## src/rtl/spi_master_core_if.sv

```systemverilog
// Word-level handshake between controller logic and spi_master_core.
// tx: data/last offered under valid/ready; rx: word with one-cycle valid, no backpressure.
interface spi_master_core_if #(
  parameter int DATA_W = 8
);
  logic [DATA_W-1:0] tx_data_i;
  logic              tx_last_i;
  logic              tx_valid_i;
  logic              tx_ready_o;
  logic [DATA_W-1:0] rx_data_o;
  logic              rx_valid_o;

  modport master (
    output tx_data_i, tx_last_i, tx_valid_i,
    input  tx_ready_o, rx_data_o, rx_valid_o
  );

  modport slave (
    input  tx_data_i, tx_last_i, tx_valid_i,
    output tx_ready_o, rx_data_o, rx_valid_o
  );
endinterface

```

## src/rtl/spi_master_core.sv

```systemverilog
// SPI master, any CPOL/CPHA, programmable half-period H = clk_div_i+1,
// NUM_SS active-low selects, multi-word frames with SS held between words.
// Ports: clk_i/rst_i (sync, active-high); cpol_i, cpha_i, clk_div_i,
// ss_sel_i latched per frame; bus = tx valid/ready + rx pulse;
// busy_o, SCLK_o, MOSI_o, MISO_i, SS_o = pins and status.
module spi_master_core #(
  parameter  int NUM_SS = 4,
  parameter  int DATA_W = 8,
  parameter  int DIV_W  = 8,
  localparam int SEL_W  = (NUM_SS > 1) ? $clog2(NUM_SS) : 1
) (
  input  logic                clk_i,
  input  logic                rst_i,
  input  logic                cpol_i,
  input  logic                cpha_i,
  input  logic [DIV_W-1:0]    clk_div_i,
  input  logic [SEL_W-1:0]    ss_sel_i,
  spi_master_core_if.slave    bus,
  output logic                busy_o,
  output logic                SCLK_o,
  output logic                MOSI_o,
  input  logic                MISO_i,
  output logic [NUM_SS-1:0]   SS_o
);

  typedef enum logic [2:0] {
    IDLE, SETUP, SHIFT, HOLD, TEARDOWN, GAP
  } state_t;

  localparam int EW = $clog2(2*DATA_W+1);
  localparam logic [EW-1:0] LAST_EDGE = EW'(2*DATA_W);
  localparam logic [EW-1:0] PEN_EDGE  = EW'(2*DATA_W-1);

  state_t state, state_nx;

  logic [DIV_W-1:0]  cnt;
  logic [DIV_W-1:0]  div_q;
  logic [EW-1:0]     edge_cnt;
  logic              cpol_q;
  logic              cpha_q;
  logic              last_q;
  logic              sclk_q;
  logic              mosi_q;
  logic              rx_valid_q;
  logic [DATA_W-1:0] tx_sr;
  logic [DATA_W-1:0] rx_sr;
  logic [DATA_W-1:0] rx_data_q;
  logic [NUM_SS-1:0] ss_q;
  logic [NUM_SS-1:0] sel_mask;

  logic timed;
  logic accept;
  logic tick;
  logic edge_go;
  logic edge_odd;
  logic drive;
  logic sample;
  logic word_done;
  logic cpha_eff;

  assign timed = (state == SETUP) || (state == SHIFT) ||
                 (state == TEARDOWN) || (state == GAP);

  assign bus.tx_ready_o = !rst_i &&
                          ((state == IDLE) || (state == HOLD));

  assign accept = bus.tx_valid_i && bus.tx_ready_o;

  // one tick per half-period while a timed state runs
  assign tick = timed && (cnt == div_q);

  // SETUP's final tick makes edge 1; SHIFT ticks make 2..2*DATA_W,
  // then one more tick closes the trailing half-period
  assign edge_go = tick &&
                   ((state == SETUP) ||
                    ((state == SHIFT) && (edge_cnt != LAST_EDGE)));

  // edge being produced is edge_cnt+1
  assign edge_odd = !edge_cnt[0];

  assign drive = edge_go &&
                 (cpha_q ? edge_odd
                         : (!edge_odd && (edge_cnt != PEN_EDGE)));

  assign sample = edge_go && (cpha_q ? !edge_odd : edge_odd);

  // first cycle after the last edge
  assign word_done = (state == SHIFT) &&
                     (edge_cnt == LAST_EDGE) &&
                     (cnt == '0);

  assign cpha_eff = (state == IDLE) ? cpha_i : cpha_q;

  always_comb begin
    sel_mask = '1;
    for (int i = 0; i < NUM_SS; i++) begin
      if (int'(ss_sel_i) == i) sel_mask[i] = 1'b0;
    end
  end

  always_ff @(posedge clk_i) begin
    if (rst_i) state <= IDLE;
    else       state <= state_nx;
  end

  always_comb begin
    state_nx = state;
    unique case (state)
      IDLE:     if (accept) state_nx = SETUP;
      SETUP:    if (tick)   state_nx = SHIFT;
      SHIFT: begin
        if (tick && (edge_cnt == LAST_EDGE))
          state_nx = last_q ? TEARDOWN : HOLD;
      end
      HOLD:     if (accept) state_nx = SETUP;
      TEARDOWN: if (tick)   state_nx = GAP;
      GAP:      if (tick)   state_nx = IDLE;
      default:  state_nx = IDLE;
    endcase
  end

  always_ff @(posedge clk_i) begin
    if (rst_i) begin
      cnt        <= '0;
      div_q      <= '0;
      edge_cnt   <= '0;
      cpol_q     <= 1'b0;
      cpha_q     <= 1'b0;
      last_q     <= 1'b0;
      sclk_q     <= 1'b0;
      mosi_q     <= 1'b0;
      rx_valid_q <= 1'b0;
      tx_sr      <= '0;
      rx_sr      <= '0;
      rx_data_q  <= '0;
      ss_q       <= '1;
    end else begin
      rx_valid_q <= 1'b0;
      cnt <= (timed && !tick) ? cnt + 1'b1 : '0;

      // between frames SCLK rests at the requested polarity
      if (state == IDLE) sclk_q <= cpol_i;

      if (accept) begin
        last_q   <= bus.tx_last_i;
        edge_cnt <= '0;
        if (state == IDLE) begin
          cpol_q <= cpol_i;
          cpha_q <= cpha_i;
          div_q  <= clk_div_i;
          ss_q   <= sel_mask;
        end
        if (!cpha_eff) begin
          mosi_q <= bus.tx_data_i[DATA_W-1];
          tx_sr  <= bus.tx_data_i << 1;
        end else begin
          tx_sr  <= bus.tx_data_i;
        end
      end

      if (edge_go) begin
        sclk_q   <= !sclk_q;
        edge_cnt <= edge_cnt + 1'b1;
      end

      if (drive) begin
        mosi_q <= tx_sr[DATA_W-1];
        tx_sr  <= tx_sr << 1;
      end

      if (sample) rx_sr <= (rx_sr << 1) | DATA_W'(MISO_i);

      if (word_done) begin
        rx_valid_q <= 1'b1;
        rx_data_q  <= rx_sr;
      end

      if ((state == TEARDOWN) && tick) ss_q <= '1;
    end
  end

  assign busy_o         = (state != IDLE);
  assign SCLK_o         = sclk_q;
  assign MOSI_o         = mosi_q;
  assign SS_o           = ss_q;
  assign bus.rx_data_o  = rx_data_q;
  assign bus.rx_valid_o = rx_valid_q;

endmodule

```

## src/flat_wrapper.sv

```systemverilog
// flat-port wrapper written by rule: the top's interface ports become plain ports
module spi_master_core_flat 
#(
  parameter  int NUM_SS = 4,
  parameter  int DATA_W = 8,
  parameter  int DIV_W  = 8,
  localparam int SEL_W  = (NUM_SS > 1) ? $clog2(NUM_SS) : 1
)
  (clk_i, rst_i, cpol_i, cpha_i, clk_div_i, ss_sel_i, busy_o, SCLK_o, MOSI_o, MISO_i, SS_o, bus_tx_data_i, bus_tx_last_i, bus_tx_valid_i, bus_tx_ready_o, bus_rx_data_o, bus_rx_valid_o);
  spi_master_core_if #(.DATA_W(DATA_W)) bus_i ();
  input  logic clk_i;
  input  logic rst_i;
  input  logic cpol_i;
  input  logic cpha_i;
  input  logic [DIV_W-1:0] clk_div_i;
  input  logic [SEL_W-1:0] ss_sel_i;
  output logic busy_o;
  output logic SCLK_o;
  output logic MOSI_o;
  input  logic MISO_i;
  output logic [NUM_SS-1:0] SS_o;
  input wire logic [$bits(bus_i.tx_data_i)-1:0] bus_tx_data_i;
  input wire logic [$bits(bus_i.tx_last_i)-1:0] bus_tx_last_i;
  input wire logic [$bits(bus_i.tx_valid_i)-1:0] bus_tx_valid_i;
  output wire logic [$bits(bus_i.tx_ready_o)-1:0] bus_tx_ready_o;
  output wire logic [$bits(bus_i.rx_data_o)-1:0] bus_rx_data_o;
  output wire logic [$bits(bus_i.rx_valid_o)-1:0] bus_rx_valid_o;
  assign bus_i.tx_data_i = bus_tx_data_i;
  assign bus_i.tx_last_i = bus_tx_last_i;
  assign bus_i.tx_valid_i = bus_tx_valid_i;
  assign bus_tx_ready_o = bus_i.tx_ready_o;
  assign bus_rx_data_o = bus_i.rx_data_o;
  assign bus_rx_valid_o = bus_i.rx_valid_o;
  spi_master_core #(.NUM_SS(NUM_SS), .DATA_W(DATA_W), .DIV_W(DIV_W)) u_core (.clk_i(clk_i), .rst_i(rst_i), .cpol_i(cpol_i), .cpha_i(cpha_i), .clk_div_i(clk_div_i), .ss_sel_i(ss_sel_i), .bus(bus_i), .busy_o(busy_o), .SCLK_o(SCLK_o), .MOSI_o(MOSI_o), .MISO_i(MISO_i), .SS_o(SS_o));
endmodule
```

## config.mk

```make
export PLATFORM = sky130hd
export DESIGN_NAME = spi_master_core_flat
export DESIGN_NICKNAME = d
export VERILOG_FILES = /design/src/rtl/spi_master_core_if.sv /design/src/rtl/spi_master_core.sv /design/src/flat_wrapper.sv
export SDC_FILE = /design/constraint.sdc
export NUM_CORES = 1
export LEC_CHECK = 0
export CORE_UTILIZATION = 40
export CTS_CLUSTER_SIZE = 8
export DETAILED_ROUTE_END_ITERATION = 8
export GPL_ROUTABILITY_DRIVEN = 1
export GPL_TIMING_DRIVEN = 0
export PLACE_DENSITY = 0.63
export SLEW_MARGIN = 20
export SYNTH_ARGS = -nofsm -noshare
export SYNTH_HDL_FRONTEND = slang
export SYNTH_SLANG_ARGS = --single-unit
```

## constraint.sdc

```tcl
create_clock -name clk_i -period 2.7 [get_ports clk_i]
set_input_delay 0.675 -clock clk_i [delete_from_list [all_inputs] [get_ports clk_i]]
set_output_delay 0.675 -clock clk_i [all_outputs]
set_load 0.1 [all_outputs]
```

Word level (Yosys, flattened, before mapping)
Cells that the tools add are included.

operators by class
  add/subtract/negate cells = 2
  reductions and logical operators = 36
  bitwise logic cells = 2
  equality and inequality tests = 18
  muxes and demuxes = 25

operators by type and width
  operator             number
  $mux 8               3
  $mux 3               6
  $pmux 3 s5           1
  $logic_and 1x1->1    13
  $mux 1               13
  $mux 5               2
  $ne 2x1->1 const B   5
  $add 8x1->8 const B  1
  $eq 8x8->1           1
  $logic_not 8->1      1
  $or 8x1->8           1
  $reduce_or 2->1      4
  $eq 3x2->1 const B   2
  $eq 3x3->1 const B   2
  $reduce_bool 2->1    3
  $add 5x1->5 const B  1
  $eq 5x5->1 const B   1
  $logic_or 1x1->1     5
  $ne 5x4->1 const B   1
  $ne 5x5->1 const B   1
  $reduce_and 5->1     1
  $eq 2x2->1 const B   2
  $logic_not 1->1      4
  $reduce_and 2->1     2
  7 further kinds      7

word-level totals
  input bits = 25
  register bits after elaboration = 57
  logic and storage cells = 97

Longest topological paths before layout
Gate-level depths: netlist of run 1.

  word-level depth = 9
  mapped depth = 8

Least setup slack after synthesis of run 1
No wires, ideal clock.

  kind = input-to-output
  start = input port rst_i
  end = output port bus_tx_ready_o
  setup slack = -1183 ps
  path buffers = 2
  data required time = 2025 ps
  cell stages on the path = 3
  data arrival time = 3208 ps
  cells stage by stage = clkbuf_1 clkbuf_1 nor3_1

on the way
  cells in the longest elaborated chain, start to end = 2

RTL lines
  what               RTL line               text
  start, declared    flat_wrapper.sv:12     input logic rst_i;
  $logic_not 1->1    spi_master_core.sv:64  assign bus.tx_ready_o = !rst_i &&
  $logic_and 1x1->1  spi_master_core.sv:64
  end, declared      flat_wrapper.sv:25     output wire logic [$bits(bus_i.tx_ready_o)-1:0] bus_tx_ready_o;

Every way passes these cells.

Final worst setup path of run 1
Same ends and word-level chain as after synthesis.

==> impl_metrics.toml, run 1 <==
[logic_synthesis]
syn_nets = 335
synthCells = 305
synth_ff_type = "dfxtp_1"
synthMostInstantiatedCell = "dfxtp_1"
synth_mux_area_frac = 0.106
synth_compound_area_frac = 0.117
synth-simple-area-share = 0.244
yosys.area.top_type_share = 0.418
ys_seq_area_frac = 0.418
synthesis.area_sq_um = 2730
synth-seq-cells = 57
synth_fa_ha_area_frac = 0.0229
synth_top_family_by_area = "simple AND/OR/NAND/NOR gates"
avgSynthCellArea_sq_um = 8.96
ys_top_cells_by_count = "57 x dfxtp_1, 43 x nand2_1, 31 x nor2_1"
synth-edff-count = 0
synth_area_leaders = "dfxtp_1 42%, mux2i_1 7.3%, nand2_1 5.9%"
yosys.area.top_type = "dfxtp_1"
ys_types = 51
postSynth.asyncResetShare = 0
synth-warning-count = 0
synth-xor-area-share = 0.0481

[power_and_ir_drop]
ir_worst_vdd_mv = 0.609
p_leak_nw = 1.36
power_density_nw_per_um2 = 656

[critical_path]
cpMostUsedCell = "clkbuf_2"
cp_slowest_cell = "clkdlybuf4s15_2"
crit_chain = "clkbuf_2, clkbuf_2, nor3_4, clkdlybuf4s15_2"
end_kind = "output port"
cp-start-kind = "input pin"
cp_max_fo = 10
critPathBufInv = 3
cpLargestDelayFamily = "buffers and inverters"
slowest_delay_ns = 0.58
criticalPathCategory = "input pin to output port"
critPathArrivalTime_ns = 1.92
required_ns = 2.03

[final_layout]
final_area_sq_um = 3470
fillers = 624
regArea_sq_um = 1140
multi_input_comb_area_sq_um = 1480
layout-drive-gt1-share = 0.119
final_nets = 386
fin_cells = 438
n_antenna_cell = 0
syn_to_final_growth_pct = 27.2
fin_util = 0.538

[clocking]
cts_buffers = 9
cts_root_buf = "clkbuf_8"
cts_tree = "yes"
ctsHoldBuffers = 0
clock_path_buffers = 2
clock_sinks = 57
clk_latency_ns = 0.34
htree_levels = 3
path_clk_slew_ns = 0.07
ctsResizeCount = 8
cts_setup_buffers = 0

[timing]
worst_pin_slew_ns = 0.972
fin_skew_ns = 0.0107
rsz0062_at_grt = "false"
slew_headroom = 0.350
drv_slew = 0
fmax_mhz = 385
finalSetupViolations = 0
min_period_over_period = 0.963
hold_viol_final = 0
post-route-min-period_ns = 2.60

[global_route]
grt_max_degree = 11
grt_usage = 0.178
grt_pass1_wl_um = 9960
globalRouteOverflowTotal = 0
antenna_found_initial = 0
grt_pass1_vias = 2129

[floorplan]
fp-row-count = 29
ioPinCount = 42
chipWidth_um = 84.6
fp.dieH_um = 84.6
core_area_sq_um = 6460
dieArea_sq_um = 7160
initial_core_util = 0.423

[placement]
place.gp.congestion = 0.798
hpwlAfterDp_um = 4100
post_dp_cell_area_sq_um = 3240
dpl.cell_count = 422
port_buffers = 40

[job]
maxCapViolations = 0

[route]
vias_per_cell = 5.17
num_vias = 2263
drt-pass1-iter-count = 7
ant_nets = 0
wl_per_cell_um = 13.2
drt-total-wl_um = 5770
drc = 3
drtIter0Drc = 87

[run_status]
failed_checks = "DRC"
outcome = "finished with violations"

[worst_hold_path]
hp-class = "flip-flop to flip-flop"
[worst min-delay path: cells and delay by family (launching register included)]
family | cells | cell delay (ns)
simple gates | 1 | 0.05
flops | 1 | 0.31
mux | 1 | 0.05
[cells by family after synthesis]
kind of cell,Yosys count
AO/OA/AOI/OAI,48
XOR/XNOR,15
adder cells (fa/ha/maj),5
buffers and inverters,25
flip-flops,57
multiplexers,27
AND/OR/NAND/NOR,128
[layer usage]
metal  track usage  up-vias  share of wire
met5             0        -              0
met2         0.268       50           0.44
met4        0.0832        0          0.013
met1         0.235     1038           0.51
li1              -     1168              -
met3        0.0501        7          0.040
[cells in the final DEF, fill, tap and decap left out, types with 5 or more instances in the layout]
master | Yosys | layout
ha_1 | 5 | 5
and3_1 | 5 | 5
dfxtp_1 | 57 | 57
clkbuf_8 | 0 | 11
a221o_1 | 5 | 5
o21ai_0 | 12 | 12
a21oi_1 | 15 | 15
mux2_2 | 5 | 5
nor2b_1 | 7 | 7
clkdlybuf4s50_1 | 0 | 38
clkbuf_1 | 7 | 5
mux2i_1 | 20 | 20
buf_2 | 5 | 5
inv_1 | 10 | 10
nand2_1 | 43 | 43
nand3_1 | 11 | 11
nand4_1 | 5 | 5
nand2b_1 | 7 | 7
xnor2_1 | 9 | 9
xor2_1 | 6 | 6
nor2_1 | 31 | 31
[power by group]
part | internal, mW | switching, mW | total (mW)
sequential | 0.882 | 0.0259 | 0.908
clock | 0.566 | 0.345 | 0.912
combinational | 0.177 | 0.282 | 0.458
total | 1.63 | 0.653 | 2.28
[area by class of cell]
cell class / count / area share
Multi-Input combinational cell: 223 / 0.427
Sequential cell: 57 / 0.329
Timing Repair Buffer: 40 / 0.116
Clock buffer: 11 / 0.0436
Tap cell: 77 / 0.0277
Buffer: 15 / 0.0241
Clock inverter: 5 / 0.0223
Inverter: 10 / 0.0108
[registers in the layout (all words and copies together), names as in the netlist, 3 cells and up]
name and count:
u_core.div_q 8, u_core.cnt 8, u_core.rx_sr 8, u_core.tx_sr 8
u_core.state 3, u_core.SS_o 4, u_core.bus.rx_data_o 8, u_core.edge_cnt 5
[worst paths after layout]
check | from | endpoint | slack, ns | cells past startpoint
max | rst_i | bus_tx_ready_o | 0.10 | 4
min | u_core.rx_sr[7] | u_core.rx_sr[7] | 0.46 | 2
max reg2reg | u_core.edge_cnt[0] | u_core.rx_sr[2] | 0.39 | 8
min reg2reg | u_core.rx_sr[7] | u_core.rx_sr[7] | 0.46 | 2
[metrics by stage]
stage	total power, mW	TNS [ns]	worst slack, ns	hold WS [ns]
2_1_floorplan	1.26	0	0.0818	0.434
3_3_place_gp	1.38	-0.663	-0.663	0.449
3_5_place_dp	1.39	-0.651	-0.651	0.456
4_1_cts	2.30	0	0.0789	0.466
5_1_grt	2.38	0	0.0209	0.497
6_report	2.28	0	0.101	0.459
Note: power is estimated with default switching activity, not from simulation.
==> run 2, diff against run 1 <==
Settings changed: GPL_ROUTABILITY_DRIVEN 1 to unset, SETUP_SLACK_MARGIN set to 0.5.
==> impl_metrics.toml, run 2 (synthesis gave the netlist of run 1 again) <==
[critical_path]
r2r-start = "u_core.state[0]"
critPathBufInv = 1
required_ns = 2.03
criticalPathCategory = "flip-flop to output port"
r2r_cells = 6
cp_slowest_cell = "clkdlybuf4s15_1"
r2r_setup_slack_ns = 0.61
cp-start-kind = "flip-flop"
crit_chain = "clkdlybuf4s15_1"
cpLargestDelayFamily = "buffers and inverters"
r2r_end = "u_core.tx_sr[6]"
end_kind = "output port"
cp_max_fo = 2
critPathArrivalTime_ns = 1.48
slowest_delay_ns = 0.82

[floorplan]
dieArea_sq_um = 7160
ioPinCount = 42
initial_core_util = 0.423
fp.dieH_um = 84.6
chipWidth_um = 84.6
fp-row-count = 29
core_area_sq_um = 6460

[placement]
port_buffers = 40
hpwlAfterDp_um = 4150
dpl.cell_count = 422
post_dp_cell_area_sq_um = 3280
place.gp.congestion = 0.814

[job]
maxCapViolations = 0

[clocking]
path_clk_slew_ns = 0.07
ctsHoldBuffers = 0
cts_root_buf = "clkbuf_8"
clock_path_buffers = 2
clk_latency_ns = 0.33
cts_tree = "yes"
cts_buffers = 9
clock_sinks = 57
htree_levels = 3

[route]
wl_per_cell_um = 13.4
drt-total-wl_um = 6000
drt-pass1-iter-count = 6
ant_nets = 0
drc = 0
num_vias = 2325
drtIter0Drc = 136
vias_per_cell = 5.21

[global_route]
antenna_found_initial = 0
grt_usage = 0.183
grt_pass1_wl_um = 10200
globalRouteOverflowTotal = 0
grt_max_degree = 11
grt_pass1_vias = 2213

[timing]
drv_slew = 0
rsz0062_at_grt = "false"
min_period_over_period = 0.798
fmax_mhz = 464
hold_viol_final = 0
fin_skew_ns = 0.00769
worst_pin_slew_ns = 0.946
setup_tns_ns = 0
post-route-min-period_ns = 2.16
finalSetupViolations = 0
slew_headroom = 0.372

[worst_hold_path]
hp-class = "flip-flop to flip-flop"
worstHoldStart = "u_core.rx_sr[7]"
worstHoldEndpoint = "u_core.rx_sr[7]"
holdPathStages = 2

[final_layout]
n_antenna_cell = 0
layout_commonest_cell = "dfxtp_1"
fin_util = 0.552
layout-drive-gt1-share = 0.176
fillers = 608
final_nets = 394
syn_to_final_growth_pct = 30.4
final_cell_mix = "56 x dfxtp_1, 43 x nand2_1, 31 x nor2_1, 23 x clkdlybuf4s50_1, 20 x mux2i_1"
fin_cells = 446
final_area_sq_um = 3560

[power_and_ir_drop]
p_total_mw = 2.38
ir_worst_vdd_mv = 0.384
p_leak_nw = 1.45
power_density_nw_per_um2 = 667

[run_status]
outcome = "finished, final reports clean"
==> run 2: changes by cell type in the layout (fill, tap and decap cells not counted), sizes merged <==
cell,previous run,this run
bufinv,2,3
buf,8,17
clkinvlp,1,0
clkbuf,18,26
clkinv,2,3
clkdlybuf4s50,38,23
clkdlybuf4s15,2,7
==> run 2: per-stage QoR <==
stage	setup WS, ns	hold slack, ns
after floorplan	0.252	0.434
after global placement	-0.318	0.452
after detailed placement	-0.311	0.461
after CTS	0.246	0.471
after global routing	0.502	0.498
final	0.544	0.466
==> run 2: what timing repair did <==
item                                    in CTS  in global routing
resized for setup                           42                 19
buffers inserted                             6                  2
pin swaps                                    2                  0
endpoints found under the setup margin      29                 30
==> run 2: metal layers <==
| metal | global-route usage | up-vias | wire, um |
|---|---|---|---|
| met1 | 0.239 | 1068 | 2870 |
| met5 | 0 | - | 0 |
| met4 | 0.0909 | 0 | 51 |
| met2 | 0.285 | 69 | 2760 |
| met3 | 0.0403 | 4 | 318 |
| li1 | - | 1184 | - |
==> run 2: cell type report <==
class / instances / area (sq um) / share of cell area
multi-input combinational: 223 / 1490 / 0.418
sequential: 57 / 1140 / 0.321
timing repair buffer: 48 / 422 / 0.118
clock buffer: 10 / 138 / 0.0386
buffer: 15 / 131 / 0.0369
clock inverter: 6 / 105 / 0.0295
tap: 77 / 96.3 / 0.0270
inverter: 10 / 37.5 / 0.0105
==> run 2: worst max path at each step <==
stage | startpoint | end | slack, ns | cells after the start
2_1_floorplan | rst_i | bus_tx_ready_o | 0.25 | 3
3_3_place_gp | rst_i | bus_tx_ready_o | -0.32 | 4
3_5_place_dp | rst_i | bus_tx_ready_o | -0.31 | 4
4_1_cts | u_core.state[0] | bus_tx_ready_o | 0.25 | 4
5_1_grt | u_core.SS_o[2] | SS_o[2] | 0.50 | 1
6_report | u_core.bus.rx_data_o[6] | bus_rx_data_o[6] | 0.54 | 1
==> run 2: where the power goes <==
group	switching, mW	internal (mW)	total, mW
Combinational	0.292	0.208	0.500
Sequential	0.0268	0.883	0.910
Clock	0.333	0.633	0.966
Total	0.652	1.72	2.38
==> run 3, diff against run 2 <==
Settings changed: PLACE_DENSITY 0.63 to 0.66.
Clock period 2.7 ns to 1.7 ns, I/O delays scaled along.
==> impl_metrics.toml, run 3 (synthesis gave the netlist of run 1 again) <==
[global_route]
antenna_found_initial = 0
grt_max_degree = 11
grt_usage = 0.208
grt_pass1_wl_um = 11700
globalRouteOverflowTotal = 0
grt_pass1_vias = 2470

[clocking]
clock_sinks = 57
htree_levels = 3
cts_tree = "yes"
ctsHoldBuffers = 0
cts_buffers = 9
cts_root_buf = "clkbuf_8"
clk_latency_ns = 0.34
path_clk_slew_ns = 0.07
clock_path_buffers = 2

[route]
num_vias = 2617
drtIter0Drc = 158
ant_nets = 0
wl_per_cell_um = 16.1
drc = 0
drt-total-wl_um = 7770
drt-pass1-iter-count = 4
vias_per_cell = 5.42

[critical_path]
required_ns = 1.97
r2r_cells = 9
critPathArrivalTime_ns = 2.16
criticalPathCategory = "flip-flop to flip-flop"
end_kind = "flip-flop"
cp_max_fo = 8
cp-start-kind = "flip-flop"

[floorplan]
fp.dieH_um = 84.6
fp-row-count = 29
dieArea_sq_um = 7160
chipWidth_um = 84.6
initial_core_util = 0.423
ioPinCount = 42
core_area_sq_um = 6460

[run_status]
outcome = "finished with violations"
failed_checks = "setup timing"

[final_layout]
layout-drive-gt1-share = 0.473
fin_util = 0.700
fin_cells = 483
layout_commonest_cell = "nand2_1"
n_antenna_cell = 0
final_nets = 431
syn_to_final_growth_pct = 65.6
final_cell_mix = "34 x nand2_1, 27 x buf_6, 26 x nor2_1, 26 x dfxtp_1, 24 x dfxtp_2"

[timing]
worst_pin_slew_ns = 0.753
drv_slew = 0
fin_skew_ns = 0.00561
finalSetupViolations = 45
slew_headroom = 0.498
rsz0062_at_grt = "true"
fmax_mhz = 530
hold_viol_final = 0
setup_tns_ns = -5.08
post-route-min-period_ns = 1.89
min_period_over_period = 1.11
setup_ws_ns = -0.187

[placement]
port_buffers = 40
hpwlAfterDp_um = 4150
place.gp.congestion = 0.805
dpl.cell_count = 422
dp_slack_ns = -0.820

[worst_hold_path]
holdPathStages = 2
hp-class = "flip-flop to flip-flop"

[power_and_ir_drop]
p_leak_nw = 1.83
ir_worst_vdd_mv = 0.911
power_density_nw_per_um2 = 935
p_total_mw = 4.23

[job]
maxCapViolations = 0
[run 3: final timing paths]
path	startpoint	endpoint	slack (ns)
setup / recovery	u_core.edge_cnt[0]	u_core.rx_sr[7]	-0.19
hold / removal	u_core.rx_sr[7]	u_core.rx_sr[7]	0.47
setup reg to reg	u_core.edge_cnt[0]	u_core.rx_sr[7]	-0.19
hold reg to reg	u_core.rx_sr[7]	u_core.rx_sr[7]	0.47
[run 3: metrics by stage]
| step | cell area [sq um] | hold slack, ns |
|---|---|---|
| after floorplan | 2850 | 0.434 |
| after detailed placement | 3350 | 0.458 |
| after CTS | 4260 | 0.470 |
| after global placement | 3350 | 0.449 |
| final | 4520 | 0.466 |
| after global routing | 4520 | 0.482 |
[run 3: report_power, final]
| group | internal, mW | switching [mW] |
|---|---|---|
| registers | 1.40 | 0.0501 |
| clock network | 0.900 | 0.569 |
| logic | 0.657 | 0.653 |
[run 3: cell type report]
cell class	instances	area, sq um
sequential	57	1200
fill	441	1940
buffer	15	154
clock buffer	11	151
inverter	10	45.0
timing repair buffer	85	1000
clock inverter	5	77.6
multi-input combinational	223	1800
tap	77	96.3
[run 3: critical path, cell delays in order, from the launching register on]
cell and delay, ns:
dfxtp_2 0.35, inv_2 0.05, ha_4 0.14, and4bb_2 0.23, o21ai_1 0.14, nor4b_4 0.22, buf_6 0.18, and3_4 0.19
buf_8 0.13, mux2i_1 0.18
[run 3: per-layer routing]
layer | vias to the layer above | track usage | share of wire | routed length (um)
met5 | - | 0 | 0 | 0
met4 | 0 | 0.0986 | 0.017 | 136
met2 | 92 | 0.333 | 0.50 | 3850
met3 | 11 | 0.0433 | 0.044 | 339
li1 | 1260 | - | - | -
met1 | 1254 | 0.269 | 0.44 | 3450
[run 3: timing repair]
action | CTS | global route
resized for setup | 224 | 44
cloned | 1 | 2
pin swaps | 12 | 20
setup buffers | 28 | 14
endpoints found under the setup margin | 74 | 74
